## config.mk

```make
export PLATFORM = sky130hd
export DESIGN_NAME = seg_capture
export DESIGN_NICKNAME = d
export VERILOG_FILES = /design/src/rtl/seg_pkg.sv /design/src/rtl/seg7_glyph_decode.sv /design/src/rtl/seg_capture.sv
export SDC_FILE = /design/constraint.sdc
export NUM_CORES = 1
export LEC_CHECK = 0
export CORE_ASPECT_RATIO = 0.5
export CORE_MARGIN = 2
export CORE_UTILIZATION = 55
export CTS_CLUSTER_SIZE = 25
export DETAILED_ROUTE_END_ITERATION = 10
export PLACE_DENSITY = 0.76
export SKIP_LAST_GASP = 1
export SYNTH_ARGS = -nofsm -noshare
export SYNTH_HDL_FRONTEND = slang
export SYNTH_SLANG_ARGS = --single-unit
```

## constraint.sdc

```tcl
create_clock -name clk -period 9 [get_ports clk]
set_clock_uncertainty 0.1 [all_clocks]
set_input_delay 1.35 -clock clk [delete_from_list [all_inputs] [get_ports clk]]
set_output_delay 1.35 -clock clk [all_outputs]
set_load 0.005 [all_outputs]
```

## src/rtl/seg_pkg.sv

```systemverilog
// Shared definitions for the seven-segment capture path: glyph table,
// decode result type and digit-to-nibble placement.
package seg_pkg;

  localparam int unsigned NUM_DIGITS = 6;

  // Active-low segment patterns [6:0] = g..a for hex values 0..F.
  localparam logic [6:0] SEG_GLYPH [16] = '{
    7'h40, 7'h79, 7'h24, 7'h30, 7'h19, 7'h12, 7'h02, 7'h78,
    7'h00, 7'h10, 7'h08, 7'h03, 7'h46, 7'h21, 7'h06, 7'h0E
  };

  localparam logic [6:0] SEG_BLANK = 7'h7F;

  typedef struct packed {
    logic       legal;
    logic       blank;
    logic [3:0] nibble;
  } seg_dec_t;

  // Digit 0 occupies the most significant nibble of the display word.
  function automatic int unsigned nib_lsb(input int unsigned digit);
    return (NUM_DIGITS - 1 - digit) * 4;
  endfunction

endpackage

```

## src/rtl/seg7_glyph_decode.sv

```systemverilog
// Combinational glyph decoder: active-low 7-segment pattern -> hex nibble,
// with flags for a legal glyph and for an all-off (blank) digit.
module seg7_glyph_decode
  import seg_pkg::*;
(
  input  logic [6:0] pat_i,
  output seg_dec_t   dec_o
);

  // Table search; nibble is only meaningful when legal is set.
  always_comb begin
    dec_o       = '0;
    dec_o.blank = (pat_i == SEG_BLANK);
    for (int unsigned g = 0; g < 16; g++) begin
      if (pat_i == SEG_GLYPH[g]) begin
        dec_o.legal  = 1'b1;
        dec_o.nibble = 4'(g);
      end
    end
  end

endmodule

```

## src/rtl/seg_capture.sv

```systemverilog
// Receive side of a 6-digit multiplexed seven-segment display: synchronizes
// the scan lines, waits for them to settle, decodes each selected digit and
// reassembles the display word with validity, error, frame and stale status.
module seg_capture
  import seg_pkg::*;
#(
  parameter int unsigned SETTLE_CYCLES  = 16,
  parameter int unsigned TIMEOUT_CYCLES = 1_000_000
) (
  input  logic                    clk,
  input  logic                    rst,
  input  logic [NUM_DIGITS-1:0]   seg_sel,
  input  logic [7:0]              seg_data,
  output logic [4*NUM_DIGITS-1:0] dis_data,
  output logic [NUM_DIGITS-1:0]   digit_valid,
  output logic [NUM_DIGITS-1:0]   err_code,
  output logic                    frame_valid,
  output logic                    frame_done,
  output logic                    stale
);

  localparam int unsigned IW   = NUM_DIGITS + 8;
  localparam int unsigned CW   = $clog2(SETTLE_CYCLES + 1);
  localparam int unsigned TW   = $clog2(TIMEOUT_CYCLES + 1);
  localparam int unsigned XW   = $clog2(NUM_DIGITS);
  localparam logic [CW-1:0] SETTLE_LAST  = CW'(SETTLE_CYCLES - 1);
  localparam logic [TW-1:0] TIMEOUT_LAST = TW'(TIMEOUT_CYCLES - 1);
  localparam logic [IW-1:0] IDLE         = {{NUM_DIGITS{1'b1}}, 8'hFF};

  logic [IW-1:0]           sync1_q, sync2_q, prev_q;
  logic [CW-1:0]           settle_q, settle_d;
  logic                    sampled_q, sampled_d;
  logic [TW-1:0]           tmo_q, tmo_d;
  logic [NUM_DIGITS-1:0]   seen_q, seen_d;
  logic [4*NUM_DIGITS-1:0] dis_q, dis_d;
  logic [NUM_DIGITS-1:0]   dv_q, dv_d;
  logic [NUM_DIGITS-1:0]   err_q, err_d;
  logic                    fv_q, fv_d;
  logic                    fd_q, fd_d;
  logic                    stale_q, stale_d;

  logic                    changed, fire, accept;
  logic [3:0]              nlow;
  logic [XW-1:0]           sel_idx;
  seg_dec_t                dec;

  seg7_glyph_decode u_dec (
    .pat_i (sync2_q[6:0]),
    .dec_o (dec)
  );

  // Settle filter, select decode and per-sample register updates.
  // The dp bit takes part in change detection but never in decoding.
  always_comb begin
    changed   = (sync2_q != prev_q);
    fire      = !changed && (settle_q == SETTLE_LAST) && !sampled_q;
    settle_d  = settle_q;
    sampled_d = sampled_q;
    if (changed) begin
      settle_d  = '0;
      sampled_d = 1'b0;
    end else if (settle_q == SETTLE_LAST) begin
      sampled_d = 1'b1;
    end else begin
      settle_d = settle_q + CW'(1);
    end

    nlow    = '0;
    sel_idx = '0;
    for (int unsigned d = 0; d < NUM_DIGITS; d++) begin
      if (!sync2_q[8 + d]) begin
        nlow    = nlow + 4'd1;
        sel_idx = XW'(d);
      end
    end
    accept = fire && (nlow == 4'd1);

    dis_d   = dis_q;
    dv_d    = dv_q;
    err_d   = err_q;
    seen_d  = seen_q;
    fv_d    = fv_q;
    fd_d    = 1'b0;
    stale_d = stale_q;
    tmo_d   = tmo_q;

    if (accept) begin
      if (dec.legal) begin
        dis_d[nib_lsb(sel_idx) +: 4] = dec.nibble;
        dv_d[sel_idx]                = 1'b1;
        err_d[sel_idx]               = 1'b0;
      end else begin
        dv_d[sel_idx]  = 1'b0;
        err_d[sel_idx] = !dec.blank;
      end
      seen_d[sel_idx] = 1'b1;
      tmo_d           = '0;
      stale_d         = 1'b0;
      if (seen_d == '1) begin
        fd_d   = 1'b1;
        fv_d   = &dv_d;
        seen_d = '0;
      end
    end else if (tmo_q == TIMEOUT_LAST) begin
      stale_d = 1'b1;
      dv_d    = '0;
      fv_d    = 1'b0;
      seen_d  = '0;
    end else begin
      tmo_d = tmo_q + TW'(1);
    end
  end

  // State registers with synchronous reset to the idle/cleared condition.
  always_ff @(posedge clk) begin
    if (rst) begin
      sync1_q   <= IDLE;
      sync2_q   <= IDLE;
      prev_q    <= IDLE;
      settle_q  <= '0;
      sampled_q <= 1'b0;
      tmo_q     <= '0;
      seen_q    <= '0;
      dis_q     <= '0;
      dv_q      <= '0;
      err_q     <= '0;
      fv_q      <= 1'b0;
      fd_q      <= 1'b0;
      stale_q   <= 1'b0;
    end else begin
      sync1_q   <= {seg_sel, seg_data};
      sync2_q   <= sync1_q;
      prev_q    <= sync2_q;
      settle_q  <= settle_d;
      sampled_q <= sampled_d;
      tmo_q     <= tmo_d;
      seen_q    <= seen_d;
      dis_q     <= dis_d;
      dv_q      <= dv_d;
      err_q     <= err_d;
      fv_q      <= fv_d;
      fd_q      <= fd_d;
      stale_q   <= stale_d;
    end
  end

  assign dis_data    = dis_q;
  assign digit_valid = dv_q;
  assign err_code    = err_q;
  assign frame_valid = fv_q;
  assign frame_done  = fd_q;
  assign stale       = stale_q;

endmodule
```

==> results.yml, run 1 <==
routing:
  vias: 4354
  wire_per_inst_um: 14.4
  drt_wl_total_um: 11600
  drc_errors: 0
  via_per_inst: 5.42
  ant_nets: 0
  dr.pass1.iters: 5
  drt_iter0_markers: 339
die:
  pin_count: 55
  placementRows: 25
  initial_utilization_pct: 57.2
  chipHeight_um: 74.6
  core_um2: 9570
  die_w_um: 145
  die_area_um2: 10800
global_routing:
  antenna_found_initial: 0
  grt_overflow: 0
  use_met2_pct: 35.1
  grtUsageTotal_pct: 22.2
  met3_usage_pct: 5.83
  grtUsageMet1_pct: 29.7
  grt_pass1_wl_um: 19000
  grt_max_degree: 53
  busiest_layer: "met2"
  grt_pass1_vias: 3972
cts:
  cts_hold_repair.buffers: 0
  cts_buffer_depth: 2
  htree_levels: 4
  cts_tree: "done"
  post_cts_buffers: 0
  postCtsResizedCells: 0
  clk_pin_slew_ns: 0.05
  root_buffer: "clkbuf_16"
  insertion_delay_ns: 0.41
  clock_sinks: 113
  numCtsBuffers: 17
worst_setup_path:
  max_stage_delay_ns: 0.59
  cp.required_ns: 9.16
  slowest_stage: "nand2_1"
  crit_path_start_kind: "flip-flop"
  crit_arrival_ns: 4.61
  cpMostUsedCell: "ha_1"
  endpoint_kind: "flip-flop"
  crit_chain: "inv_1 -> ha_1 -> xnor2_4 -> ha_1 -> and2b_1 -> a21oi_1 -> inv_1 -> ha_1 -> nor2_1 -> a21oi_1 -> ha_1 -> nor2b_1 -> xnor2_1 -> xnor2_1 -> nor4_4 -> nand2_4 -> nand2_1 -> nor2_1"
  path_max_fanout: 21
  critPathKind: "flip-flop to flip-flop"
placement:
  gp_congestion: 0.860
  pre_cts_slack_ns: 4.54
  placement.io_buffers: 54
  dp.cells: 773
  hpwlAfterDp_um: 7860
timing:
  hold_viol: 0
  fin_crit_ns: 4.45
  finalSetupTns_ns: 0
  max_freq_mhz: 225
  maxSlewViolCount: 0
  rsz0062_at_grt: "false"
  worst_slack_ns: 4.55
  worstMarginPinSlew_ns: 0.954
  period_share_pct: 49.5
  setup_viol: 0
  max_slew_margin_pct: 35.9
yosys:
  synth-seq-area-share_pct: 41.3
  syn_avg_cell_area_um2: 8.95
  synth_cell_types: 62
  yosysWarnings: 0
  netlist_area_um2: 5480
  synth_edf_count: 0
  synth_cells: 612
  ys_seq_elements: 113
  async_flop_share_pct: 0
  ys.flop_type: "dfxtp_1"
flow_run:
  cap_violations: 0
pwr:
  max-vdd-ir-drop_mv: 0.155
  p_leak_uw: 0.00252
  power_density_nw_per_um2: 195
final_layout:
  n_fill_cell: 751
  diodes: 0
  fin_cells: 804
  register_area_um2: 2260
  nets: 689
  drive_gt1_share_pct: 13.5
  syn_to_final_growth_pct: 21.5
  multi_input_area_um2: 2990
status:
  outcome: "complete, no violations"
worst_hold_path:
  hold_path_class: "flip-flop to flip-flop"
## cells in the final DEF, fill, tap and decap left out, types with 5 or more instances in the layout
cell	n
ha_1	16
nand2b_1	10
and3_1	8
xor2_1	28
nor3b_1	5
conb_1	5
nor2b_1	8
o21ai_0	25
inv_1	15
nor4_4	5
xnor2_1	13
clkdlybuf4s50_1	54
nor2_1	57
nand3_1	25
nand2_1	80
o211ai_1	8
mux2i_1	27
nor3_1	7
clkbuf_16	17
or3_1	5
dfxtp_1	113
a21oi_1	16
or2_2	40
## metal layers
layer | vias to the layer above | part of all wire [%]
li1 | 2185 | -
met1 | 2018 | 49
met2 | 135 | 44
met3 | 16 | 6.0
met4 | 0 | 1.2
met5 | - | 0
## where the power goes
group | switching, µW | total, µW | leakage [µW] | internal, µW
combinational | 45.7 | 80.0 | 0.00130 | 34.3
sequential | 10.9 | 521 | 0.000919 | 510
clock | 225 | 699 | 0.000299 | 474
## kinds of logic after synthesis
logic type / after synthesis / synth area share (%)
AO/OA/AOI/OAI: 73 / 8.94
XOR/XNOR: 42 / 7.06
adder cells (fa/ha/maj): 16 / 3.66
buffers and inverters: 48 / 4.23
flip-flops: 113 / 41.3
multiplexers: 27 / 4.94
other: 2 / 0.137
AND/OR/NAND/NOR: 291 / 29.7
## flip-flops by register name, summed over array words and instances (netlist names), 5 cells and up
| name | flops |
|---|---|
| digit_valid | 6 |
| dis_data | 24 |
| err_code | 6 |
| prev_q | 14 |
| seen_q | 6 |
| settle_q | 5 |
| sync1_q | 14 |
| sync2_q | 14 |
| tmo_q | 20 |
## path summary, 6_finish.rpt
check                                              end  cells past startpoint  slack (ns)                    from
worst max-delay path            tmo_q[15]$_SDFFE_PP0N_                     18        4.55   sync2_q[9]$_SDFF_PP1_
worst min-delay path            sync2_q[10]$_SDFF_PP1_                      1        0.31  sync1_q[10]$_SDFF_PP1_
worst max register to register  tmo_q[15]$_SDFFE_PP0N_                     18        4.55   sync2_q[9]$_SDFF_PP1_
worst min register to register  sync2_q[10]$_SDFF_PP1_                      1        0.31  sync1_q[10]$_SDFF_PP1_
## synthesized netlist by cell type (10+ instances only)
library cell | n | share of area, %
a21oi_1 | 16 | 1.5
clkbuf_1 | 18 | 1.2
dfxtp_1 | 113 | 41
ha_1 | 16 | 3.7
inv_1 | 15 | 1.0
mux2i_1 | 27 | 4.9
nand2_1 | 80 | 5.5
nand2b_1 | 10 | 1.1
nand3_1 | 25 | 2.3
nor2_1 | 57 | 3.9
o21ai_0 | 25 | 2.3
or2_2 | 40 | 4.6
xnor2_1 | 13 | 2.1
xor2_1 | 28 | 4.5
## critical path: cells and delay by family, from the launching register on
| kind | cells | cell delay, ns |
|---|---|---|
| adders and majority gates | 4 | 1.18 |
| DFF | 1 | 0.41 |
| and+or+nand+nor | 7 | 1.69 |
| buffers and inverters | 2 | 0.15 |
| xor gates and xnor gates | 3 | 0.54 |
| AOI/OAI and AO/OA | 2 | 0.24 |
## through the flow
| stage | power [µW] | instance area (µm²) | hold WS (ns) | util, % |
|---|---|---|---|---|
| after floorplan | 590 | 5490 | 0.289 | - |
| after global placement | 607 | 6040 | 0.291 | 63.1 |
| after detailed placement | 610 | 6040 | 0.292 | 63.1 |
| after CTS | 1310 | 6660 | 0.305 | 69.5 |
| after global routing | 1340 | 6660 | 0.313 | 69.5 |
| final | 1300 | 6660 | 0.306 | 69.5 |
## layout make-up
cell class	count	share of cell area, %
Sequential cell	113	34.0
Multi-Input combinational cell	454	45.0
Timing Repair Buffer	56	8.35
Inverter	15	0.846
Clock inverter	10	2.39
Clock buffer	21	6.92
Tap cell	135	2.54
(Power assumes the default switching activity.)
==> run 2: changes to the inputs <==
==> constraint.sdc (replaced) <==
create_clock -name clk -period 4.52 [get_ports clk]
set_clock_uncertainty 0.1 [all_clocks]
set_input_delay 0.678 -clock clk [delete_from_list [all_inputs] [get_ports clk]]
set_output_delay 0.678 -clock clk [all_outputs]
set_load 0.005 [all_outputs]
==> run 2 against run 1 <==
  * Register-to-register slack got worse by 4.2 ns
  * Worst setup slack got worse by 4.2 ns
  * Die area did not move
  * Combinational power rose by 110%
  * Non-clock buffer count grew 5
==> results.yml, run 2 (synthesis gave the netlist of run 1 again) <==
worst_setup_path:
  crit_chain: "inv_1 -> ha_1 -> xnor2_4 -> ha_1 -> and2b_1 -> a21oi_1 -> inv_1 -> ha_1 -> nor2_1 -> a21oi_1 -> ha_1 -> nor2b_1 -> xnor2_1 -> xnor2_1 -> nor4_4 -> nand2_4 -> nor4_4 -> mux2i_1"
  critPathKind: "flip-flop to flip-flop"
  path_max_fanout: 16
  crit_path_start_kind: "flip-flop"
  crit_arrival_ns: 4.40
  path_delay_family: "simple AND/OR/NAND/NOR gates"
  slowest_stage: "nor4_4"
  cp.required_ns: 4.76
  cpMostUsedCell: "ha_1"
  endpoint_kind: "flip-flop"
  critical_path_buf_inv_count: 2
  max_stage_delay_ns: 0.42
timing:
  period_share_pct: 92.1
  worstMarginPinSlew_ns: 0.921
  setup_viol: 0
  max_freq_mhz: 240
  hold_viol: 0
  fin_crit_ns: 4.16
  rsz0062_at_grt: "false"
  finalSetupTns_ns: 0
  max_slew_margin_pct: 38.5
  maxSlewViolCount: 0
pwr:
  max-vdd-ir-drop_mv: 0.285
  power_density_nw_per_um2: 382
  switchingPower_uw: 583
  sw_frac_of_total_pct: 22.9
  finalPower_uw: 2550
  power_frac_comb_pct: 6.5
  seqPwrFrac_pct: 40.5
  clockPowerShare_pct: 53.1
  intPower_uw: 1970
  p_leak_uw: 0.00253
routing:
  ant_nets: 0
  dr.pass1.iters: 5
  drt_wl_total_um: 11400
  vias: 4348
  drt_iter0_markers: 293
  wire_per_inst_um: 14.1
  drc_errors: 0
  via_per_inst: 5.37
cts:
  numCtsBuffers: 17
  clk_pin_slew_ns: 0.06
  clock_sinks: 113
  post_cts_buffers: 0
  insertion_delay_ns: 0.41
  postCtsResizedCells: 0
  cts_hold_repair.buffers: 0
  root_buffer: "clkbuf_16"
  cts_tree: "done"
  cts_buffer_depth: 2
  htree_levels: 4
final_layout:
  diodes: 0
  fin_cells: 810
  nets: 694
  syn_to_final_growth_pct: 22.0
  n_fill_cell: 782
  design_area_um2: 6680
  drive_gt1_share_pct: 14.2
  largest_reg_flops: 24
  layout_common_cells: "113 x dfxtp_1, 80 x nand2_1, 57 x nor2_1"
  final_common_cell: "dfxtp_1"
placement:
  placed_cell_area_um2: 6070
  dp.cells: 778
  placement.io_buffers: 54
  hpwlAfterDp_um: 7770
  gp_congestion: 0.852
die:
  chipHeight_um: 74.6
  die_w_um: 145
  core_um2: 9570
  pin_count: 55
  placementRows: 25
  initial_utilization_pct: 57.2
  die_area_um2: 10800
status:
  outcome: "complete, no violations"
global_routing:
  grt_overflow: 0
  grt_max_degree: 52
  grt_pass1_vias: 4006
  grt_pass1_wl_um: 19200
  grtUsageTotal_pct: 22.5
  antenna_found_initial: 0
flow_run:
  cap_violations: 0
worst_hold_path:
  hold_path_class: "flip-flop to flip-flop"
-- run 2: cell types whose count changed in the layout (fill, tap and decap cells not counted) --
cell | previous run | this run
bufinv_16 | 4 | 3
buf_4 | 2 | 7
inv_6 | 0 | 1
clkinv_4 | 1 | 4
clkinv_2 | 3 | 2
clkbuf_8 | 2 | 1
-- run 2: layout make-up --
cell class | instances | area (µm²) | area share (%)
timing repair buffer | 61 | 593 | 8.88
inverter | 15 | 56.3 | 0.843
clock buffer | 20 | 447 | 6.69
tap | 135 | 169 | 2.53
sequential | 113 | 2260 | 33.9
multi-input combinational | 454 | 2990 | 44.8
clock inverter | 12 | 159 | 2.38
-- run 2: worst paths after layout --
check                   startpoint                         to  slack (ns)  cells past startpoint
min          sync1_q[7]$_SDFF_PP1_      sync2_q[7]$_SDFF_PP1_        0.30                      1
max reg2reg  sync2_q[9]$_SDFF_PP1_  dis_data[18]$_SDFFE_PP0P_        0.36                     18
min reg2reg  sync1_q[7]$_SDFF_PP1_      sync2_q[7]$_SDFF_PP1_        0.30                      1
max          sync2_q[9]$_SDFF_PP1_  dis_data[18]$_SDFFE_PP0P_        0.36                     18
-- run 2: per-stage QoR --
| step | util (%) | worst slack (ns) | hold slack (ns) |
|---|---|---|---|
| 5_1_grt | 69.8 | 0.0349 | 0.317 |
| 6_report | 69.8 | 0.356 | 0.305 |
| 3_5_place_dp | 63.5 | 0.333 | 0.293 |
| 4_1_cts | 69.8 | 0.277 | 0.307 |
| 3_3_place_gp | 63.5 | 0.445 | 0.290 |
| 2_1_floorplan | - | 0.693 | 0.289 |
-- run 2: metal layers --
| metal | up-vias | track usage (%) | wire, µm |
|---|---|---|---|
| li1 | 2199 | - | - |
| met1 | 2010 | 29.4 | 5530 |
| met2 | 126 | 36.8 | 5100 |
| met3 | 13 | 6.13 | 671 |
| met4 | 0 | 7.95 | 115 |
| met5 | - | 0 | 0 |
-- run 2: power groups by stage --
stage                     Sequential (µW)  Clock (µW)  Combinational (µW)
final                                1030        1350                 165
after global placement               1050           0                 160
after global routing                 1040        1410                 184
after CTS                            1030        1370                 164
after floorplan                      1040           0                 131
after detailed placement             1050           0                 162
==> run 3: changes to the inputs <==
==> constraint.sdc (replaced) <==
create_clock -name clk -period 4.6 [get_ports clk]
set_clock_uncertainty 0.1 [all_clocks]
set_input_delay 0.69 -clock clk [delete_from_list [all_inputs] [get_ports clk]]
set_output_delay 0.69 -clock clk [all_outputs]
set_load 0.005 [all_outputs]
==> run 3 against run 2 <==
  * Die area is the same
  * Global-route usage grew 0.65 points
  * Register-to-register slack lost 0.09 ns
  * Sequential cell count is the same
  * Sequential share of layout area is essentially flat
  * Non-clock buffer count shrank 1
  * Count of clock-buffer cells in the layout grew 1
  * Worst setup slack lost 0.094 ns
  * Via count grew 1.7%
  * Combinational power is essentially flat
  * Fmax shrank 4.0%
  * Critical endpoint is now dis_data[3]$_SDFFE_PP0P_
  * Largest power group unchanged
==> results.yml, run 3 (synthesis gave the netlist of run 1 again) <==
status:
  outcome: "complete, no violations"
timing:
  rsz0062_at_grt: "false"
  max_slew_margin_pct: 52.3
  maxSlewViolCount: 0
  worst_slack_ns: 0.262
  max_freq_mhz: 231
  setup_viol: 0
  hold_viol: 0
  timing.hold.ws_ns: 0.306
  fin_crit_ns: 4.34
  finalSetupTns_ns: 0
  worstMarginPinSlew_ns: 0.712
  period_share_pct: 94.3
die:
  die_w_um: 145
  pin_count: 55
  placementRows: 25
  chipHeight_um: 74.6
  die_area_um2: 10800
  core_um2: 9570
  initial_utilization_pct: 57.2
cts:
  htree_levels: 4
  insertion_delay_ns: 0.41
  cts_hold_repair.buffers: 0
  cts_buffer_depth: 2
  post_cts_buffers: 0
  cts_tree: "done"
  clk_pin_slew_ns: 0.05
  postCtsResizedCells: 0
  numCtsBuffers: 17
  clock_sinks: 113
  root_buffer: "clkbuf_16"
worst_setup_path:
  crit_arrival_ns: 4.57
  crit_path_start_kind: "flip-flop"
  critPathKind: "flip-flop to flip-flop"
  crit_path_start: "sync2_q[9]$_SDFF_PP1_"
  crit_path_end: "dis_data[3]$_SDFFE_PP0P_"
  endpoint_kind: "flip-flop"
  r2r_slack_ns: 0.26
  cp.required_ns: 4.83
  timing.rr.end: "dis_data[3]$_SDFFE_PP0P_"
  path_max_fanout: 16
  reg2reg_depth: 18
  r2r-start: "sync2_q[9]$_SDFF_PP1_"
global_routing:
  grt_max_degree: 60
  grt_pass1_vias: 4193
  grtUsageMet1_pct: 29.0
  use_met2_pct: 38.1
  grtUsageTotal_pct: 23.1
  antenna_found_initial: 0
  grt_pass1_wl_um: 19900
  busiest_layer: "met2"
  met3_usage_pct: 5.89
  grt_overflow: 0
routing:
  drc_errors: 0
  wire_per_inst_um: 14.9
  drt_iter0_markers: 262
  dr.pass1.iters: 5
  vias: 4420
  ant_nets: 0
  via_per_inst: 5.47
  drt_wl_total_um: 12100
worst_hold_path:
  hold_path_class: "flip-flop to flip-flop"
placement:
  hpwlAfterDp_um: 7970
  pre_cts_slack_ns: 0.285
  placement.io_buffers: 54
  placed_cell_area_um2: 6070
  gp_congestion: 0.848
pwr:
  p_leak_uw: 0.00253
  max-vdd-ir-drop_mv: 0.259
  power_density_nw_per_um2: 381
final_layout:
  final_common_cell: "dfxtp_1"
  drive_gt1_share_pct: 13.8
  nets: 693
  diodes: 0
  design_area_um2: 6680
  n_fill_cell: 786
  largest_reg_flops: 24
  layout_common_cells: "113 x dfxtp_1, 80 x nand2_1, 57 x nor2_1"
  syn_to_final_growth_pct: 21.9
flow_run:
  cap_violations: 0
run 3: worst min-delay path by stage:
stage | from | slack, ns | cells after the start | to
floorplan | sync1_q[0]$_SDFF_PP1_ | 0.29 | 1 | sync2_q[0]$_SDFF_PP1_
global placement | sync1_q[5]$_SDFF_PP1_ | 0.29 | 1 | sync2_q[5]$_SDFF_PP1_
detailed placement | sync1_q[12]$_SDFF_PP1_ | 0.29 | 1 | sync2_q[12]$_SDFF_PP1_
CTS | sync1_q[12]$_SDFF_PP1_ | 0.31 | 1 | sync2_q[12]$_SDFF_PP1_
global route | sync1_q[3]$_SDFF_PP1_ | 0.32 | 1 | sync2_q[3]$_SDFF_PP1_
finish | sync1_q[12]$_SDFF_PP1_ | 0.31 | 1 | sync2_q[12]$_SDFF_PP1_
run 3: cell type report:
cell class	instances	area [µm²]	area share, %
inverter	15	56.3	0.843
sequential	113	2260	33.9
clock buffer	21	450	6.75
tap	135	169	2.53
clock inverter	10	160	2.40
multi-input combinational	454	2990	44.8
timing repair buffer	60	586	8.77
run 3: power breakdown:
group          total [µW]  internal [µW]  switching, µW
Sequential           1020            997           20.4
Clock                1360            915            448
Combinational         162           69.5           92.1
Total                2540           1980            560
run 3: worst max-delay path, stage by stage (launching register included):
cell and delay [ns]:
dfxtp_1 0.41, inv_1 0.08, ha_1 0.38, xnor2_4 0.17, ha_1 0.32, and2b_1 0.17
a21oi_1 0.17, inv_1 0.07, ha_1 0.28, nor2_1 0.12, a21oi_1 0.06, ha_1 0.19
nor2b_1 0.13, xnor2_1 0.13, xnor2_1 0.20, nor4_4 0.32, nand2_4 0.21, nor4_4 0.48
mux2i_1 0.25
run 3: metrics by stage:
stage | cells | utilization, % | power (µW)
3_5_place_dp | 777 | 63.4 | 1200
4_1_cts | 808 | 69.8 | 2550
3_3_place_gp | 777 | 63.4 | 1190
5_1_grt | 808 | 69.8 | 2600
2_1_floorplan | 615 | - | 1150
6_report | 808 | 69.8 | 2540
run 3: layer usage:
| layer | wire, µm | up-vias |
|---|---|---|
| li1 | - | 2196 |
| met1 | 5680 | 2062 |
| met2 | 5490 | 137 |
| met3 | 657 | 25 |
| met4 | 246 | 0 |
| met5 | 0 | - |
